$ cat src/rtl/timer.sv
// Kitchen-timer core: BCD keypad entry (shift-in) and a 1 s countdown over m:ss.
// Inputs are retimed through a two-stage pipeline; pgt is rising-edge detected after the pipeline.
module timer (
  input  logic       clk,
  input  logic       clearn,
  input  logic [3:0] D,
  input  logic       loadn,
  input  logic       pgt,
  input  logic       enbn,
  output logic [3:0] min_ones,
  output logic [3:0] sec_tens,
  output logic [3:0] sec_ones,
  output logic       zero,
  output logic       done
);

  logic       pgt_s1, pgt_s2, pgt_prev;
  logic       loadn_s1, loadn_s2;
  logic       enbn_s1, enbn_s2;
  logic [3:0] d_s1, d_s2;

  logic       evt;
  logic [3:0] min_nxt, tens_nxt, ones_nxt;
  logic       done_nxt;

  always_ff @(posedge clk or negedge clearn) begin
    if (!clearn) begin
      pgt_s1   <= 1'b0;
      pgt_s2   <= 1'b0;
      pgt_prev <= 1'b0;
      loadn_s1 <= 1'b0;
      loadn_s2 <= 1'b0;
      enbn_s1  <= 1'b0;
      enbn_s2  <= 1'b0;
      d_s1     <= '0;
      d_s2     <= '0;
    end else begin
      pgt_s1   <= pgt;
      pgt_s2   <= pgt_s1;
      pgt_prev <= pgt_s2;
      loadn_s1 <= loadn;
      loadn_s2 <= loadn_s1;
      enbn_s1  <= enbn;
      enbn_s2  <= enbn_s1;
      d_s1     <= D;
      d_s2     <= d_s1;
    end
  end

  assign evt  = pgt_s2 & ~pgt_prev;
  assign zero = (min_ones == 4'd0) && (sec_tens == 4'd0) && (sec_ones == 4'd0);

  always_comb begin
    min_nxt  = min_ones;
    tens_nxt = sec_tens;
    ones_nxt = sec_ones;
    done_nxt = 1'b0;
    if (evt) begin
      if (enbn_s2) begin
        if (!zero) begin
          // Ripple borrow ones -> tens -> minutes; minutes is nonzero whenever it is reached.
          if (sec_ones != 4'd0) begin
            ones_nxt = sec_ones - 4'd1;
          end else begin
            ones_nxt = 4'd9;
            if (sec_tens != 4'd0) begin
              tens_nxt = sec_tens - 4'd1;
            end else begin
              tens_nxt = 4'd5;
              min_nxt  = min_ones - 4'd1;
            end
          end
          done_nxt = (min_ones == 4'd0) && (sec_tens == 4'd0) && (sec_ones == 4'd1);
        end
      end else if (!loadn_s2 && (d_s2 <= 4'd9) && (sec_ones <= 4'd5)) begin
        // sec_ones moves into sec_tens, so it must already be a legal tens digit.
        min_nxt  = sec_tens;
        tens_nxt = sec_ones;
        ones_nxt = d_s2;
      end
    end
  end

  always_ff @(posedge clk or negedge clearn) begin
    if (!clearn) begin
      min_ones <= '0;
      sec_tens <= '0;
      sec_ones <= '0;
      done     <= 1'b0;
    end else begin
      min_ones <= min_nxt;
      sec_tens <= tens_nxt;
      sec_ones <= ones_nxt;
      done     <= done_nxt;
    end
  end

endmodule

$ cat config.mk
export PLATFORM = sky130hd
export DESIGN_NAME = timer
export DESIGN_NICKNAME = d
export VERILOG_FILES = /design/src/rtl/timer.sv
export SDC_FILE = /design/constraint.sdc
export NUM_CORES = 1
export LEC_CHECK = 0
export ABC_AREA = 1
export CAP_MARGIN = 15
export CORE_MARGIN = 3
export CORE_UTILIZATION = 58
export CTS_BUF_LIST = sky130_fd_sc_hd__clkbuf_2 sky130_fd_sc_hd__clkbuf_4 sky130_fd_sc_hd__clkbuf_8
export DETAILED_ROUTE_END_ITERATION = 6
export GPL_TIMING_DRIVEN = 0
export PLACE_DENSITY = 0.86
export SLEW_MARGIN = 20
export SYNTH_ARGS = -nofsm -noshare
export SYNTH_HDL_FRONTEND = slang
export SYNTH_SLANG_ARGS = --single-unit
$ cat constraint.sdc
create_clock -name clk -period 3.4 [get_ports clk]
set_input_delay 0.68 -clock clk [delete_from_list [all_inputs] [get_ports clk]]
set_output_delay 0.68 -clock clk [all_outputs]
set_load 0.005 [all_outputs]
==> flow_metrics.tcl <==
set metrics [dict create \
    root_buffer "clkbuf_4" \
    synth-seq-area-share_pct 51.7 \
    gp_congestion 0.831 \
    syn2layout_area_growth_pct 22.3 \
    rows 16 \
    synth_largest_area_cell "dfrtp_1" \
    synth_top_family_by_area "simple AND/OR/NAND/NOR gates" \
    drc 0 \
    nNetsFinal 184 \
    antenna_found_initial 0 \
    worst-path-max-fanout 4 \
    wl_per_cell_um 14.1 \
    cts_made_buffers 3 \
    synth_fp_nets 157 \
    start_kind "register" \
    start_util_pct 65.1 \
    hpwl_um 2090 \
    cts.sinks 28 \
    antenna_cells 0 \
    hold_viol 0 \
    pre_cts_slack_ns 1.18 \
    outcome "finished, final reports clean" \
    cp.required_ns 2.72 \
    port_buffers 22 \
    ioPinCount 23 \
    finClkSkew_ns 0.00624 \
    drive_above_1_share_pct 15.1 \
    grt_pass1_vias 1054 \
    tns_ns 0 \
    clkLatencyLatePin_ns 0.33 \
    cts_tree "done" \
    syn_inst 146 \
    coreArea_um2 2080 \
    final_common_cell "nand2_1" \
    grt_start_max_net_pins 29 \
    synth_mux_area_share_pct 0 \
    hp-class "input pin to async pin" \
    ys_types 24 \
    fin_cells 199 \
    die_y_um 54.3 \
    worst_slew_pin_slew_ns 0.591 \
    rsz0062_at_grt "false" \
    worst_ep_arrival_time_ns 1.91 \
    fin_crit_sh_pct 76.1 \
    clk_pin_slew_ns 0.14 \
    power_density_nw_per_um2 748 \
    synth-xor-area-share_pct 1.29 \
    path_class "register to output port" \
    slew_headroom_pct 60.6 \
    ant_nets 0 \
    dr.first_iter.drc_count 49 \
    grt_overflow 0 \
    cts.repair.resized 0 \
    grt_usage_pct 21.4 \
    yosys_register_bits 28 \
    period_needed_ns 2.59 \
    firstDrtPassIters 4 \
    placed_cells_incl_taps 195 \
    fp.dieW_um 54.3 \
    maxCapViolCount 0 \
    fmax_mhz 387 \
    synth_area_per_cell_um2 9.28 \
    slew_viol_final 0 \
    drt_wl_total_um 2810 \
    die-area_um2 2950 \
    yosys-top-cells-area "dfrtp_1 (52%), nand2_1 (12%), o21ai_0 (4.4%)" \
    synth_compound_area_share_pct 10.2 \
    setup_viol 0 \
    synthSimpleGateAreaFrac_pct 29.3 \
    post-cts-setup-buffers 0 \
    timing.final.ws_setup_ns 0.813 \
    reg2regPathDepth 6 \
    synthAdderAreaFrac_pct 1.85 \
    grt_first_pass_wirelength_um 4470 \
    synth_top_area_share_pct 51.7 \
    vdd_drop_max_uv 512 \
    netlist_area_um2 1360 \
    clk_path_buf_depth 2 \
    p_leak_nw 0.778 \
    htreeDepth 1 \
    crit_path_end_kind "output port" \
    yosys_warnings 0 \
    viasPerCell 5.56 \
    cts.hold.buffers_added 0 \
    fill_cells 133 \
    layout_common_cells "nand2_1 (44), dfrtp_1 (28), clkdlybuf4s50_1 (21), inv_1 (12), o21ai_0 (12)" \
    vias 1106 \
]
layer usage:
layer / wire (um) / track usage, %
met1: 1170 / 25.5
met2: 1420 / 37.8
met3: 178 / 4.09
met4: 43 / 8.30
met5: 0 / 0
report_power, final:
group	switching [mW]	leakage (nW)	internal, mW	total (mW)
sequential	0.107	0.341	0.403	0.509
clock	0.0963	0.0279	0.119	0.216
combinational	0.271	0.409	0.242	0.513
logic make-up (layout without fill, tap and decap cells):
family,Yosys count,in the layout
AO/OA/AOI/OAI,23,23
XOR/XNOR,2,2
adder cells (fa/ha/maj),2,2
buffers and inverters,16,42
flip-flops,28,28
AND/OR/NAND/NOR,75,75
sequential cells by signal (all words and copies together) (netlist names), 4 cells and up:
signal and cells:
d_s1 4, d_s2 4, sec_ones 4, sec_tens 4, min_ones 4
final cells by class:
| class | instances | area (um2) | share of cell area (%) |
|---|---|---|---|
| flip-flops and latches | 28 | 701 | 42.3 |
| multi-input cells | 102 | 577 | 34.8 |
| repair buffers | 22 | 215 | 13.0 |
| well taps | 27 | 33.8 | 2.04 |
| plain buffers | 2 | 22.5 | 1.36 |
| clock buffers | 3 | 22.5 | 1.36 |
| inverters | 14 | 55.1 | 3.32 |
| clock inverters | 1 | 30.0 | 1.81 |
Yosys cell counts (all sizes together):
| master | instances |
|---|---|
| nand2 | 48 |
| dfrtp | 28 |
| o21ai | 18 |
| nor2 | 16 |
| inv | 14 |
| nand3 | 7 |
| nand4 | 4 |
| a21oi | 3 |
| buf | 2 |
| ha | 2 |
| xor2 | 2 |
| a22oi | 1 |
| o221ai | 1 |
per-stage QoR:
step / hold slack (ns) / total power [mW] / instance area (um2) / utilization [%]
2_1_floorplan: 0.331 / 0.797 / 1360 / -
4_1_cts: 0.346 / 1.24 / 1660 / 79.6
5_1_grt: 0.350 / 1.32 / 1660 / 79.6
3_5_place_dp: 0.335 / 1.02 / 1600 / 77.0
3_3_place_gp: 0.332 / 0.990 / 1610 / 77.3
6_report: 0.324 / 1.24 / 1660 / 79.6
final timing paths:
path,to,startpoint,slack [ns]
max,zero,min_ones[0]$_DFFE_PN0P_,0.81
min reg2reg,enbn_s2$_DFF_PN0_,enbn_s1$_DFF_PN0_,0.36
max reg2reg,min_ones[1]$_DFFE_PN0P_,sec_ones[0]$_DFFE_PN0P_,1.90
min,d_s2[0]$_DFF_PN0_,clearn,0.32
min in group clk,enbn_s2$_DFF_PN0_,enbn_s1$_DFF_PN0_,0.36
max in group asynchronous,pgt_prev$_DFF_PN0_,clearn,2.69
worst max-delay path: stages, from the launching register on:
cell             delay (ns)
dfrtp_1                0.43
inv_1                  0.11
ha_1                   0.15
nand2_1                0.09
nor2_4                 0.15
inv_1                  0.07
nor2_1                 0.09
clkdlybuf4s50_1        0.50
(Power assumes the default switching activity.)
